==> src/rtl/imem_pkg.sv <==
// Shared constants and state encoding for the instruction-memory boot loader.
package imem_pkg;

  localparam int unsigned IMEM_DEPTH = 256;
  localparam int unsigned IMEM_AW    = 8;
  localparam int unsigned BYTE_W     = 8;
  localparam int unsigned WORD_W     = 32;

  typedef enum logic [1:0] {
    IDLE   = 2'd0,
    LOAD   = 2'd1,
    FINISH = 2'd2,
    RUN    = 2'd3
  } imem_state_t;

endpackage

==> src/rtl/imem_boot_loader_if.sv <==
// Boot byte stream plus instruction-memory write port, seen from both ends.
interface imem_boot_loader_if
  import imem_pkg::*;
#(
  parameter int unsigned AW = IMEM_AW
) ();

  logic              s_valid;
  logic [BYTE_W-1:0] s_data;
  logic              s_ready;
  logic              mem_we;
  logic [AW-1:0]     mem_waddr;
  logic [WORD_W-1:0] mem_wdata;

  // Loader side: consumes the stream, drives the memory write port.
  modport slave (
    input  s_valid, s_data,
    output s_ready, mem_we, mem_waddr, mem_wdata
  );

  // Environment side: boot source and memory model.
  modport master (
    output s_valid, s_data,
    input  s_ready, mem_we, mem_waddr, mem_wdata
  );

endinterface

==> src/rtl/imem_word_packer.sv <==
// Assembles accepted stream bytes into little-endian 32-bit words and
// pulses word_valid for one cycle once a word is complete.
module imem_word_packer
  import imem_pkg::*;
(
  input  logic              clk,
  input  logic              reset,
  input  logic              clear,
  input  logic              ready,
  input  logic              s_valid,
  input  logic [BYTE_W-1:0] s_data,
  output logic              word_done_c,
  output logic              word_valid,
  output logic [WORD_W-1:0] word
);

  logic [1:0] byte_cnt;
  logic       accept;

  assign accept      = ready & s_valid;
  assign word_done_c = accept && (byte_cnt == 2'd3);

  // Byte k of a word lands in bits [8k+7:8k]; word stays stable during the write cycle.
  always_ff @(posedge clk or posedge reset) begin
    if (reset) begin
      byte_cnt   <= 2'd0;
      word_valid <= 1'b0;
      word       <= '0;
    end else begin
      word_valid <= word_done_c;
      if (clear) begin
        byte_cnt <= 2'd0;
      end else if (accept) begin
        word[{byte_cnt, 3'b000} +: BYTE_W] <= s_data;
        byte_cnt                           <= byte_cnt + 2'd1;
      end
    end
  end

endmodule

==> src/rtl/imem_boot_loader.sv <==
// Boot-time loader: streams bytes into instruction memory, holds the core
// until the image is written, then opens and range-checks the fetch path.
module imem_boot_loader
  import imem_pkg::*;
#(
  parameter int unsigned DEPTH = IMEM_DEPTH,
  parameter int unsigned AW    = IMEM_AW
) (
  input  logic              clk,
  input  logic              reset,
  input  logic              start,
  input  logic [AW:0]       load_len,
  imem_boot_loader_if.slave bus,
  input  logic [31:0]       fetch_addr,
  output logic [31:0]       imem_rd_addr,
  output logic              core_hold,
  output logic              fetch_fault,
  output logic [AW:0]       words_loaded,
  output logic [31:0]       checksum,
  output logic              load_err
);

  localparam logic [AW:0] DEPTH_LEN  = (AW+1)'(DEPTH);
  localparam logic [31:0] DEPTH_ADDR = 32'(DEPTH);

  imem_state_t       state_q;
  logic              ready_q;
  logic [AW:0]       len_q;
  logic [AW:0]       word_cnt;
  logic              word_done_c;
  logic              word_valid;
  logic [WORD_W-1:0] word;
  logic              start_ok;
  logic              load_go;
  logic              last_word;

  // start is only honoured while the core is parked or running.
  assign start_ok  = start && ((state_q == IDLE) || (state_q == RUN));
  assign load_go   = start_ok && (load_len != '0) && (load_len <= DEPTH_LEN);
  assign last_word = word_done_c && ((word_cnt + (AW+1)'(1)) == len_q);

  imem_word_packer u_packer (
    .clk         (clk),
    .reset       (reset),
    .clear       (load_go),
    .ready       (ready_q),
    .s_valid     (bus.s_valid),
    .s_data      (bus.s_data),
    .word_done_c (word_done_c),
    .word_valid  (word_valid),
    .word        (word)
  );

  // Write port is driven straight from the packer's registered word and the word counter.
  assign bus.s_ready   = ready_q;
  assign bus.mem_we    = word_valid;
  assign bus.mem_waddr = word_cnt[AW-1:0];
  assign bus.mem_wdata = word;
  assign words_loaded  = word_cnt;

  assign imem_rd_addr = (state_q == RUN) ? fetch_addr : '0;
  assign fetch_fault  = (state_q == RUN) && (fetch_addr >= DEPTH_ADDR);

  always_ff @(posedge clk or posedge reset) begin
    if (reset) begin
      state_q   <= IDLE;
      ready_q   <= 1'b0;
      core_hold <= 1'b1;
      len_q     <= '0;
      word_cnt  <= '0;
      checksum  <= '0;
      load_err  <= 1'b0;
    end else begin
      if (word_valid) begin
        word_cnt <= word_cnt + (AW+1)'(1);
        checksum <= checksum + word;
      end
      unique case (state_q)
        IDLE, RUN: begin
          if (start_ok) begin
            if (load_len > DEPTH_LEN) begin
              load_err <= 1'b1;
            end else if (load_len == '0) begin
              state_q   <= RUN;
              core_hold <= 1'b0;
              word_cnt  <= '0;
              checksum  <= '0;
              load_err  <= 1'b0;
            end else begin
              state_q   <= LOAD;
              ready_q   <= 1'b1;
              core_hold <= 1'b1;
              len_q     <= load_len;
              word_cnt  <= '0;
              checksum  <= '0;
              load_err  <= 1'b0;
            end
          end
        end
        LOAD: begin
          if (last_word) begin
            state_q <= FINISH;
            ready_q <= 1'b0;
          end
        end
        FINISH: begin
          // Final word is written during this cycle.
          state_q   <= RUN;
          core_hold <= 1'b0;
        end
        default: state_q <= IDLE;
      endcase
    end
  end

endmodule

==> src/flat_wrapper.sv <==
// flat-port wrapper written by rule: the top's interface ports become plain ports
module imem_boot_loader_flat import imem_pkg::*;
#(
  parameter int unsigned DEPTH = IMEM_DEPTH,
  parameter int unsigned AW    = IMEM_AW
)
  (clk, reset, start, load_len, fetch_addr, imem_rd_addr, core_hold, fetch_fault, words_loaded, checksum, load_err, bus_s_valid, bus_s_data, bus_s_ready, bus_mem_we, bus_mem_waddr, bus_mem_wdata);
  imem_boot_loader_if #(.AW(AW)) bus_i ();
  input  logic clk;
  input  logic reset;
  input  logic start;
  input  logic [AW:0] load_len;
  input  logic [31:0] fetch_addr;
  output logic [31:0] imem_rd_addr;
  output logic core_hold;
  output logic fetch_fault;
  output logic [AW:0] words_loaded;
  output logic [31:0] checksum;
  output logic load_err;
  input wire logic [$bits(bus_i.s_valid)-1:0] bus_s_valid;
  input wire logic [$bits(bus_i.s_data)-1:0] bus_s_data;
  output wire logic [$bits(bus_i.s_ready)-1:0] bus_s_ready;
  output wire logic [$bits(bus_i.mem_we)-1:0] bus_mem_we;
  output wire logic [$bits(bus_i.mem_waddr)-1:0] bus_mem_waddr;
  output wire logic [$bits(bus_i.mem_wdata)-1:0] bus_mem_wdata;
  assign bus_i.s_valid = bus_s_valid;
  assign bus_i.s_data = bus_s_data;
  assign bus_s_ready = bus_i.s_ready;
  assign bus_mem_we = bus_i.mem_we;
  assign bus_mem_waddr = bus_i.mem_waddr;
  assign bus_mem_wdata = bus_i.mem_wdata;
  imem_boot_loader #(.DEPTH(DEPTH), .AW(AW)) u_core (.clk(clk), .reset(reset), .start(start), .load_len(load_len), .bus(bus_i), .fetch_addr(fetch_addr), .imem_rd_addr(imem_rd_addr), .core_hold(core_hold), .fetch_fault(fetch_fault), .words_loaded(words_loaded), .checksum(checksum), .load_err(load_err));
endmodule
==> config.mk <==
export PLATFORM = sky130hd
export DESIGN_NAME = imem_boot_loader_flat
export DESIGN_NICKNAME = d
export VERILOG_FILES = /design/src/rtl/imem_pkg.sv /design/src/rtl/imem_boot_loader_if.sv /design/src/rtl/imem_word_packer.sv /design/src/rtl/imem_boot_loader.sv /design/src/flat_wrapper.sv
export SDC_FILE = /design/constraint.sdc
export NUM_CORES = 1
export LEC_CHECK = 0
export ABC_AREA = 1
export CAP_MARGIN = 20
export CORE_MARGIN = 4
export CORE_UTILIZATION = 37
export DETAILED_ROUTE_END_ITERATION = 6
export PLACE_DENSITY = 0.68
export SYNTH_ARGS = -nofsm -noshare
export SYNTH_HDL_FRONTEND = slang
export SYNTH_HIERARCHICAL = 1
export SYNTH_SLANG_ARGS = --single-unit
==> constraint.sdc <==
create_clock -name clk -period 2.8 [get_ports clk]
set_input_delay 0.56 -clock clk [delete_from_list [all_inputs] [get_ports clk]]
set_output_delay 0.56 -clock clk [all_outputs]
set_load 0.02 [all_outputs]
==> results.cfg, run 1 <==
[status]
outcome = completed

[synth]
synth_top_area_share = 0.333
syn-num-nets = 1057
synthTopCellsByArea = dfrtp_1 33%, nand2_1 14%, ha_1 8.0%
netlist_instances = 960
ys_ff_latch = 90
yosys-top-cells-count = 241 x nand2_1, 139 x inv_1, 112 x nor2_1
synthArstFlopShare = 1.00
yosysWarnings = 6
synth_top_area_cell = dfrtp_1
yosysUniqueCellTypes = 43
synth_edf_count = 0
yosysSeqAreaShare = 0.337
syn_area_um2 = 6700
synth.most_common_cell = nand2_1
syn_area_per_cell_um2 = 6.98
synth_flop_cell = dfrtp_1

[timing]
finalMaxSlewViolations = 0
tightest_slew_ns = 0.685
skew_ns = 0.0108
fin_tns_setup_ns = 0
fin_crit_ns = 2.62
setup_ws_ns = 0.183
fin_crit_sh = 0.935
rsz0062_at_grt = false
hold_viol = 0
clock.fmax_mhz = 382
finalSetupViolCount = 0
timing.slew.headroom = 0.544

[global_routing]
busiest_layer = met2
use_met2 = 0.349
use_met1 = 0.274
overflow = 0
globalRouteMet3Util = 0.0390
track_usage = 0.208
antenna_found_initial = 0
grt_pass1_vias = 6616
grt_max_degree = 69
grt_pass1_wl_mm = 33.9

[floorplanning]
ios = 171
rows = 48
dieArea_um2 = 20300
die_w_um = 143
start_util = 0.382
coreArea_um2 = 17500
die_h_um = 143

[layout]
nNetsFinal = 1214
final.fill_count = 1756
stdcell_area_um2 = 8850
final_util = 0.504
drive_above_1_share = 0.0731
antenna-diode-count = 0
multi_input_area_um2 = 3720
areaGrowthSynthToFinish_pct = 32.1
seqCellArea_um2 = 2250

[worst_setup_path]
cp_num_cells = 7
crit_arrival_ns = 2.06
rr_startpoint = u_core/u_packer/byte_cnt[0]
crit_required_ns = 2.24
r2r_cells = 14
setup.worst_path.end = fetch_fault
endpoint_kind = output port
r2r_slack_ns = 0.43
crit_start = fetch_addr[30]
crit_family = buffers and inverters
path_cells = clkdlybuf4s50_1 > nor4_2 > nand4_1 > a21oi_1 > o21ai_0 > inv_1 > dlygate4sd2_1
slowest_delay_ns = 0.43
timing.rr.end = u_core/state_q[0]
cp-start-kind = input port
crit_fanout = 2
crit_type = in -> out
cpMaxStageDelayCell = clkdlybuf4s50_1
path_buf_inv = 3

[clocking]
root_buffer = clkbuf_16
clockBufferDepth = 2
clk_pin_slew_ns = 0.07
cts_setup_buffers = 0
cts_tree = done
cts_buffers = 9
cts.sinks = 90
clk_latency_ns = 0.34
htreeDepth = 3

[drt]
drtIter0Drc = 285
drc = 0
first_pass_iters = 4
wl_per_cell_um = 15.5
viasPerCell = 4.99
vias = 6718
drt_wl_total_mm = 20.9
ant_nets = 0

[placed_design]
dp_slack_ns = -0.132
gp_congestion = 0.920
hpwl_mm = 16.8
place_area_um2 = 8570
port_buffers = 170

[power_and_ir_drop]
ir_worst_vdd_v = 0.000537
p_leak_nw = 4.39
p_per_area_nw_per_um2 = 1010

[min_path]
hp-class = reg -> reg
hold_path.startpoint = u_core/core_hold

[flow_run]
maxCapViolations = 0
## power by group
group | internal (mW) | switching, mW
clock network | 0.621 | 0.502
registers | 1.85 | 0.706
logic | 2.24 | 3.05
total | 4.71 | 4.26
## per-stage QoR
stage | power [mW] | std cells | hold slack (ns)
finish | 8.97 | 1346 | 0.493
global route | 9.72 | 1346 | 0.525
CTS | 9.04 | 1346 | 0.496
detailed placement | 7.87 | 1331 | 0.486
global placement | 7.80 | 1331 | 0.480
floorplan | 5.77 | 960 | 0.455
## registers in the layout, summed over array words and instances, names as in the netlist
signal                      count
u_core/load_err                 1
u_core/u_packer/byte_cnt        2
u_core/u_packer/word           32
u_core/checksum                32
u_core/core_hold                1
u_core/u_packer/word_valid      1
u_core/state_q                  2
u_core/len_q                    9
u_core/bus.s_ready              1
u_core/words_loaded             9
## cells in the final DEF, fill, tap and decap left out, drive strengths merged
master	instances
nand2	253
nor4	8
buf	9
xor2	11
xnor2	3
o2111ai	1
o21bai	3
clkdlybuf4s50	169
ha	43
a21boi	1
clkinv	5
a21oi	52
xor3	1
inv	142
o211ai	8
clkinvlp	1
nor2	118
a211oi	1
a21o	4
o21ai	85
fa	1
nor3	10
nand3b	4
nand3	58
or2	5
dfstp	1
dfrtp	89
dlygate4sd2	1
nand4	17
clkbuf	11
o21a	3
mux2	3
## per-layer routing
metal / up-vias / wire (um) / part of all wire
li1: 3390 / - / -
met3: 26 / 1390 / 0.067
met4: 0 / 437 / 0.021
met1: 3073 / 9320 / 0.45
met5: - / 0 / 0
met2: 229 / 9720 / 0.47
## worst reg2reg max path, stage by stage, from the launching register on
cell and delay [ns]:
dfrtp_1 0.64, ha_1 0.37, inv_1 0.07, nor2_1 0.19
nand3_1 0.12, nor2_1 0.10, nand2_1 0.06, nor2_1 0.08
nand2_1 0.07, nor2_2 0.07, nand4_1 0.14, nand2_2 0.14
nand2_2 0.08, nand2_1 0.08, o21ai_2 0.05
## how the worst min path moves through the flow
| stage | to | slack (ns) | cells past startpoint |
|---|---|---|---|
| global route | u_core/len_q[7] | 0.53 | 2 |
| finish | u_core/core_hold | 0.49 | 2 |
| global placement | u_core/load_err | 0.48 | 2 |
| detailed placement | u_core/core_hold | 0.49 | 2 |
| CTS | u_core/core_hold | 0.50 | 2 |
| floorplan | u_core/len_q[5] | 0.45 | 2 |
## final cells by class
cell class | instances | share of cell area
clock inverters | 4 | 0.00297
well taps | 225 | 0.0318
multi-input cells | 693 | 0.420
clock buffers | 11 | 0.0274
inverters | 144 | 0.0612
repair buffers | 179 | 0.201
flip-flops and latches | 90 | 0.255
## kinds of logic (layout without fill, tap and decap cells)
group,after synthesis,after routing,share of synthesized area
buffers and inverters,177,338,0.109
adder cells (fa/ha/maj),44,44,0.0833
multiplexers,3,3,0.00504
flip-flops,90,90,0.337
XOR/XNOR,15,15,0.0219
AND/OR/NAND/NOR,473,473,0.305
AO/OA/AOI/OAI,158,158,0.138
## timing repair
action | CTS | global route
gates resized for setup | 2 | 0
endpoints found under the setup margin | 1 | 0
hold buffers | 0 | 0
No activity file was read; power rests on OpenSTA's default activity.
==> inputs of run 2 (changes only) <==
Settings changed: CTS_BUF_LIST set to sky130_fd_sc_hd__clkbuf_16.
==> run 2 against run 1 <==
Sequential share of layout area about the same. Power decreased by 0.44%. Worst setup slack unchanged. Clock skew decreased by 0.00055 ns. Critical endpoint unchanged. Critical path type unchanged. Via count about the same. Routed wire length decreased by 0.15%. Largest cell class unchanged. Flip-flop and latch count unchanged. Combinational power about the same. Register-to-register slack got worse by 0.02 ns. Critical path depth unchanged.
==> results.cfg, run 2 (synthesized netlist as in run 1, its figures left out) <==
[global_routing]
grt_max_degree = 69
grt_pass1_wl_mm = 33.9
track_usage = 0.208
overflow = 0
grt_pass1_vias = 6616
antenna_found_initial = 0

[floorplanning]
coreArea_um2 = 17500
die_w_um = 143
start_util = 0.382
dieArea_um2 = 20300
die_h_um = 143
rows = 48
ios = 171

[drt]
vias = 6721
viasPerCell = 4.99
drt_wl_total_mm = 20.8
wl_per_cell_um = 15.5
first_pass_iters = 4
drc = 0
ant_nets = 0
drtIter0Drc = 283

[worst_setup_path]
crit_family = buffers and inverters
crit_required_ns = 2.24
path_cells = clkdlybuf4s50_1 > nor4_2 > nand4_1 > a21oi_1 > o21ai_0 > inv_1 > dlygate4sd2_1
crit_arrival_ns = 2.06
r2r_cells = 14
path_buf_inv = 3
cpMaxStageDelayCell = clkdlybuf4s50_1
cp-start-kind = input port
slowest_delay_ns = 0.43
timing.rr.end = u_core/state_q[0]
crit_fanout = 2
r2r_slack_ns = 0.41
crit_type = in -> out
endpoint_kind = output port
rr_startpoint = u_core/u_packer/byte_cnt[0]

[flow_run]
maxCapViolations = 0

[clocking]
cts.sinks = 90
ctsHoldBuffers = 0
root_buffer = clkbuf_16
clockBufferDepth = 2
cts_tree = done
clk_pin_slew_ns = 0.07
htreeDepth = 3
clk_latency_ns = 0.34
cts_buffers = 9

[timing]
fin_tns_setup_ns = 0
fin_crit_ns = 2.62
hold_viol = 0
finalSetupViolCount = 0
clock.fmax_mhz = 382
hold_slack_ns = 0.493
finalMaxSlewViolations = 0
timing.slew.headroom = 0.540
rsz0062_at_grt = false
fin_crit_sh = 0.935
tightest_slew_ns = 0.690
skew_ns = 0.0103
setup_ws_ns = 0.183

[placed_design]
place_area_um2 = 8570
port_buffers = 170
hpwl_mm = 16.8
dp_slack_ns = -0.132
placedCellCount = 1331
gp_congestion = 0.920

[layout]
seqCellArea_um2 = 2250
antenna-diode-count = 0
layout.cells.non_filler = 1346
multi_input_area_um2 = 3720
final_common_cell = nand2_1
reg_top3 = u_core/checksum x32, u_core/u_packer/word x32
areaGrowthSynthToFinish_pct = 32.0
stdcell_area_um2 = 8840
drive_above_1_share = 0.0723
layout_common_cells = 241 x nand2_1, 169 x clkdlybuf4s50_1, 139 x inv_1
nNetsFinal = 1214
final.fill_count = 1757

[power_and_ir_drop]
comb_power_share = 0.592
p_leak_nw = 4.39
power.internal_mw = 4.68
switching_share = 0.476
ir_worst_vdd_v = 0.000522
seqPwrFrac = 0.286
switching_power_mw = 4.25
p_clk_frac = 0.122
p_per_area_nw_per_um2 = 1010

[min_path]
hp-class = reg -> reg
hold_path.startpoint = u_core/core_hold
min_to = u_core/core_hold
hold_depth = 2

[status]
outcome = completed
-- run 2: changes by cell type in the layout (fill, tap and decap cells not counted), sizes merged --
cell,before,now
clkbuf,11,9
clkinv,5,6
inv,142,143
-- run 2: layout make-up --
cell class                 count  area share
clock inverter                 6     0.00382
sequential                    90       0.255
timing repair buffer         179       0.201
multi-input combinational    693       0.421
inverter                     144      0.0613
clock buffer                   9      0.0255
tap                          225      0.0319
-- run 2: worst max path at each step --
stage                     slack (ns)  cells past startpoint                  end          startpoint
after floorplan                 0.74                     13  u_core/checksum[18]  u_core/checksum[0]
after global placement          -0.1                      7          fetch_fault      fetch_addr[30]
after detailed placement       -0.13                      7          fetch_fault      fetch_addr[30]
after CTS                       0.17                      7          fetch_fault      fetch_addr[30]
after global routing           0.008                      7          fetch_fault      fetch_addr[30]
final                           0.18                      7          fetch_fault      fetch_addr[30]
-- run 2: worst register-to-register path: cells and delay by family (launching register included) --
kind | cells | cell delay (ns)
compound gates | 1 | 0.05
fa+ha+maj | 1 | 0.37
buf+inv | 1 | 0.07
flops | 1 | 0.64
simple gates | 11 | 1.14
-- run 2: repair_timing --
action                     in CTS  in global routing
setup endpoints to repair       1                  0
resized for setup               2                  0
setup buffers                   0                  0
-- run 2: metal layers --
layer	vias up	wire length (um)	track usage
met2	226	9710	0.349
met3	25	1360	0.0390
met5	-	0	0
li1	3391	-	-
met4	0	434	0.0605
met1	3079	9340	0.274
-- run 2: through the flow --
step                utilization  total power [mW]
global route              0.504              9.68
detailed placement        0.489              7.87
global placement          0.489              7.80
CTS                       0.504              9.01
floorplan                     -              5.77
finish                    0.504              8.93
-- run 2: power groups by stage --
stage	Combinational [mW]	Sequential, mW	Clock (mW)
floorplan	2.90	2.87	0
global placement	5.23	2.57	0
detailed placement	5.30	2.58	0
CTS	5.32	2.56	1.13
global route	5.86	2.65	1.18
finish	5.29	2.56	1.09
==> inputs of run 3 (changes only) <==
Settings changed: CORE_UTILIZATION 37 to 54, PLACE_DENSITY 0.68 to 0.92.
==> run 3 against run 2 <==
Global-route usage up 8.3 points. Cell count is 4.1% lower. Worst hold slack lost 0.067 ns. Flip-flop and latch count is the same. Critical endpoint unchanged. Largest cell class unchanged. Highest routed layer unchanged.
==> results.cfg, run 3 (synthesized netlist as in run 1, its figures left out) <==
[status]
outcome = completed

[worst_setup_path]
endpoint_kind = output port
cp-start-kind = input port
crit_fanout = 2
path_cells = clkdlybuf4s50_1 > nor4_1 > nand4_1 > a21oi_1 > o21ai_0 > inv_1 > clkdlybuf4s15_1
slowest_delay_ns = 0.44
crit_family = buffers and inverters
crit_arrival_ns = 2.15
path_buf_inv = 3
cpMaxStageDelayCell = clkdlybuf4s50_1
crit_required_ns = 2.24
crit_type = in -> out

[timing]
finalSetupViolCount = 0
setup_ws_ns = 0.0939
timing.slew.headroom = 0.636
fin_crit_sh = 0.966
hold_slack_ns = 0.426
hold_viol = 0
fin_tns_setup_ns = 0
skew_ns = 0.00515
clock.fmax_mhz = 370
tightest_slew_ns = 0.544
finalMaxSlewViolations = 0
rsz0062_at_grt = false
fin_crit_ns = 2.71

[global_routing]
antenna_found_initial = 0
grt_max_degree = 46
grt_pass1_wl_mm = 33.3
track_usage = 0.291
overflow = 0
grt_pass1_vias = 6820

[placed_design]
gp_congestion = 0.993
hpwl_mm = 16.4
port_buffers = 170
placedCellCount = 1276
dp_slack_ns = -0.142

[layout]
final.fill_count = 961
final_common_cell = nand2_1
reg_top3 = u_core/checksum x32, u_core/u_packer/word x32
layout_common_cells = 241 x nand2_1, 169 x clkdlybuf4s50_1, 138 x inv_1
final_util = 0.730
nNetsFinal = 1216
antenna-diode-count = 0
layout.cells.non_filler = 1291
areaGrowthSynthToFinish_pct = 31.5
drive_above_1_share = 0.0748
multi_input_area_um2 = 3710
seqCellArea_um2 = 2250

[floorplanning]
dieArea_um2 = 14200
start_util = 0.555
rows = 40
die_w_um = 119
coreArea_um2 = 12100
ios = 171
die_h_um = 119

[drt]
viasPerCell = 5.48
wl_per_cell_um = 16.0
drc = 0
ant_nets = 0
drt_wl_total_mm = 20.7
vias = 7072
drtIter0Drc = 898
first_pass_iters = 6

[clocking]
root_buffer = clkbuf_16
cts_tree = done
cts_buffers = 9
cts.sinks = 90
clockBufferDepth = 2
clk_pin_slew_ns = 0.06
htreeDepth = 3
clk_latency_ns = 0.35

[power_and_ir_drop]
p_per_area_nw_per_um2 = 1040
ir_worst_vdd_v = 0.000748
p_leak_nw = 4.41

[min_path]
hp-class = in -> async

[flow_run]
maxCapViolations = 0
==> run 3: changes by cell type in the layout (fill, tap and decap cells not counted), sizes merged <==
cell	delta
buf	+2
bufinv	+1
clkdlybuf4s15	+1
clkinvlp	-1
dlygate4sd2	-1
==> run 3: power by group <==
group          internal [mW]  switching (mW)
registers               1.85           0.683
logic                   2.23            3.15
clock network          0.691           0.527
total                   4.77            4.36
==> run 3: area by class of cell <==
| type | count | area share |
|---|---|---|
| clock buffers | 9 | 0.0256 |
| clock inverters | 6 | 0.00753 |
| well taps | 168 | 0.0239 |
| inverters | 144 | 0.0615 |
| repair buffers | 181 | 0.204 |
| flip-flops and latches | 90 | 0.256 |
| multi-input cells | 693 | 0.422 |
==> run 3: worst register-to-register path: stages (launching register included) <==
cell and delay [ns]:
dfrtp_1 0.44, ha_1 0.24, fa_1 0.39, nand2_1 0.11
a21oi_2 0.11, nand3_2 0.09, nand2_2 0.08, nand2_1 0.07
nand2_1 0.13, nand2_1 0.09, nand3_1 0.12, nand2_1 0.09
nand2_1 0.05, o21ai_1 0.13, inv_1 0.05
==> run 3: metal layers <==
layer / wire [um] / share of wire / up-vias / track usage
li1: - / - / 3398 / -
met1: 8480 / 0.41 / 3282 / 0.367
met2: 10100 / 0.49 / 343 / 0.495
met3: 1430 / 0.069 / 49 / 0.0480
met4: 664 / 0.032 / 0 / 0.124
met5: 0 / 0 / - / 0
==> run 3: path summary, 6_finish.rpt <==
| kind | slack, ns | startpoint | endpoint | cells after the start |
|---|---|---|---|---|
| max in group asynchronous | 1.67 | reset | u_core/core_hold | 3 |
| hold / removal | 0.43 | reset | u_core/u_packer/word_valid | 2 |
| setup / recovery | 0.09 | fetch_addr[26] | fetch_fault | 7 |
| setup reg to reg | 0.50 | u_core/u_packer/word[0] | u_core/checksum[26] | 14 |
| min in group clk | 0.51 | u_core/core_hold | u_core/core_hold | 2 |
| hold reg to reg | 0.51 | u_core/core_hold | u_core/core_hold | 2 |
==> run 3: what timing repair did <==
action | 4_1_cts | 5_1_grt
setup buffers | 0 | 0
cloned | 0 | 0
setup endpoints to repair | 1 | 1
hold buffers | 0 | 0
resized for setup | 1 | 1
==> run 3: stage by stage <==
stage / power, mW / instance area (um^2)
final: 9.13 / 8810
after global routing: 9.76 / 8810
after CTS: 9.10 / 8810
after detailed placement: 7.84 / 8520
after global placement: 7.67 / 8520
after floorplan: 5.77 / 6700
==> RTL change (flow settings as in run 3) <==
Make the reset (`reset`) synchronous in 2 clocked blocks.
--- a/src/rtl/imem_word_packer.sv
+++ b/src/rtl/imem_word_packer.sv
@@ -22,5 +22,5 @@
 
   // Byte k of a word lands in bits [8k+7:8k]; word stays stable during the write cycle.
-  always_ff @(posedge clk or posedge reset) begin
+  always_ff @(posedge clk) begin
     if (reset) begin
       byte_cnt   <= 2'd0;
--- a/src/rtl/imem_boot_loader.sv
+++ b/src/rtl/imem_boot_loader.sv
@@ -62,5 +62,5 @@
   assign fetch_fault  = (state_q == RUN) && (fetch_addr >= DEPTH_ADDR);
 
-  always_ff @(posedge clk or posedge reset) begin
+  always_ff @(posedge clk) begin
     if (reset) begin
       state_q   <= IDLE;
Behaviour: differs if reset is asserted again (counterexample within 4 cycles, from zero or initial values and one cycle with reset high); with reset held inactive, the same outputs for 4 cycles.
==> RTL change against run 3 <==
  * Worst setup slack improved by 44 ps
  * Sequential cell count stayed put
  * Cell area is 3.1% lower
  * Non-clock buffer count down 3
  * Global-route usage about the same
  * Routed wire length decreased by 0.24%
  * Synthesized area shrank 2.6%
  * Sequential share of layout area down 4.5 points
  * Critical endpoint is now imem_rd_addr[10]
  * Largest cell class unchanged
Power is not compared: it rests on default switching activity, and its combinational part moved more than twofold at a synthesized area within 25%.
==> RTL change: results (changes against run 3) <==
* Outcome: finished, final reports clean (unchanged)
* Async set-reset flop share out of synthesis at 0% (was 100%)
* WL per Instance at 15.3 um (was 16.0 um)
* Dpl cell area at 8230 um^2 (was 8520 um^2)
* Top flop regs: u_core/checksum x32, u_core/u_packer/word x32 (unchanged)
* Slew margin rel. at 55.4% (was 63.6%)
* Hold crit path type: reg -> reg (was in -> async)
* First drt pass iteration count at 6 (unchanged)
* Sequential Area at 1800 um^2 (was 2250 um^2)
* Synth top area cells: dfxtp_1 28%, nand2_1 13%, nor2_1 11%, inv_1 9.2%, ha_1 8.3% (was dfrtp_1 33%, nand2_1 14%, ha_1 8.0%, inv_1 7.8%, nor2_1 6.3%)
* Slowest CP cell: clkdlybuf4s50_1 (unchanged)
* Routed vias at 7352 (was 7072)
* Met3 wire length at 1960 um (was 1430 um)
* P_leak at 4.07 nW
* Layout cells sized above 1 at 4.23% (was 7.48%)
* Number of global-route vias before repair at 7146 (was 6820)
* VDD IR max at 0.309 mV
* Largest area contributor in the netlist: dfxtp_1 (was dfrtp_1)
* ANT cells at 0 (unchanged)
* Initial antenna violation count at 1 (was 0)
* CTS clk-pin slew, worst paths at 70 ps
* Hold Path End: u_core/len_q[4]
* Syn Area/Cell at 6.21 um^2 (was 6.98 um^2)
* Min-Delay Path Depth at 2
* Syn Nets at 1147 (was 1057)
* GPL Wtd Cong at 1.01 (was 0.993)
* CP Max Fanout at 33 (was 2)
* Setup slack, reg-to-reg at 230 ps (was 500 ps)
* Clock Tree Root: clkbuf_16 (unchanged)
* Reg-to-Reg End: u_core/checksum[28] (was u_core/checksum[26])
* Commonest cells in the synthesized netlist: 231 x nand2_1, 192 x nor2_1, 159 x inv_1 (was 241 x nand2_1, 139 x inv_1, 112 x nor2_1)
* Crit Reg-Reg Startpoint: u_core/u_packer/word[0] (unchanged)
* CP arrival at 2100 ps (was 2150 ps)
* Worst hold start: u_core/len_q[4]
* Port buffer count at 170 (unchanged)
* WL met2 at 10000 um (was 10100 um)
* Crit path launch: u_core/state_q[0] (was fetch_addr[26])
* Final WL at 20600 um (was 20700 um)
* EDFF count, synth at 0 (unchanged)
* WHS at 474 ps (was 426 ps)
* Largest net degree at the start of global routing at 64 (was 46)
* Worst-Skew Late Latency at 350 ps (about the same)
* First-pass GRT wire length at 33300 um (about the same)
* Starting DRT DRC Count at 748 (was 898)
* DP Cell Count at 1334 (was 1276)
* Max stage delay on crit path at 620 ps (was 440 ps)
* Ys Warns at 6 (unchanged)
* Top Metal Used: met5 (was met4)
* Pre-CTS setup slack at -126 ps (was -142 ps)
* Synth cell types at 38 (was 43)
* Worst R2R Path Depth at 16 (was 14)
* Total GRT Usage at 29.2% (was 29.1%)
* CTS max path bufs at 2 (unchanged)
* Post-DP HPWL at 16300 um (was 16400 um)
* Seq/Total Area, Yosys at 27.6% (was 33.7%)
* Num CTS Buffers at 9 (unchanged)
* Clock Skews at 7.50 ps (was 5.15 ps)
* M1 WL at 7810 um (was 8480 um)
* Fillers at 973 (was 961)
## RTL change: routing by layer
metal | track usage [%] | vias to the layer above
li1 | - | 3627
met1 | 31.7 | 3289
met2 | 52.5 | 367
met3 | 7.59 | 67
met4 | 14.1 | 2
met5 | 0 | -
## RTL change: repair_timing
action | CTS | global route
gates resized for setup | 2 | 1
pin swaps | 0 | 0
setup endpoints to repair | 1 | 1
## RTL change: how the worst max path moves through the flow
stage,end,slack [ps]
finish,imem_rd_addr[10],140
global route,u_core/checksum[28],30
CTS,fetch_fault,130
detailed placement,fetch_fault,-130
global placement,fetch_fault,-130
floorplan,u_core/u_packer/word[5],460
## RTL change: cells by family after synthesis
family | Yosys count | synth area share (%)
AND/OR/NAND/NOR | 541 | 35.0
buffers and inverters | 196 | 13.0
AO/OA/AOI/OAI | 162 | 13.6
flip-flops | 90 | 27.6
adder cells (fa/ha/maj) | 44 | 8.56
XOR/XNOR | 17 | 2.28
## RTL change: final cells by class
cell class                      count  share of cell area [%]
Multi-Input combinational cell    764                    45.6
Sequential cell                    90                    21.1
Timing Repair Buffer              178                    20.8
Inverter                          159                    7.00
Clock buffer                        9                    2.64
Tap cell                          143                    2.10
Clock inverter                      6                   0.792
## RTL change: critical path, delay by kind of cell, from the launching register on
family	cells	cell delay, ps
buffers and inverters	3	1020
DFF	1	420
and+or+nand+nor	1	130
adders and majority gates	1	180
## RTL change: where the power goes
group          internal, mW  switching (mW)
Sequential             1.36          0.0692
Clock                 0.692           0.537
Combinational         0.415           0.609
Total                  2.46            1.22
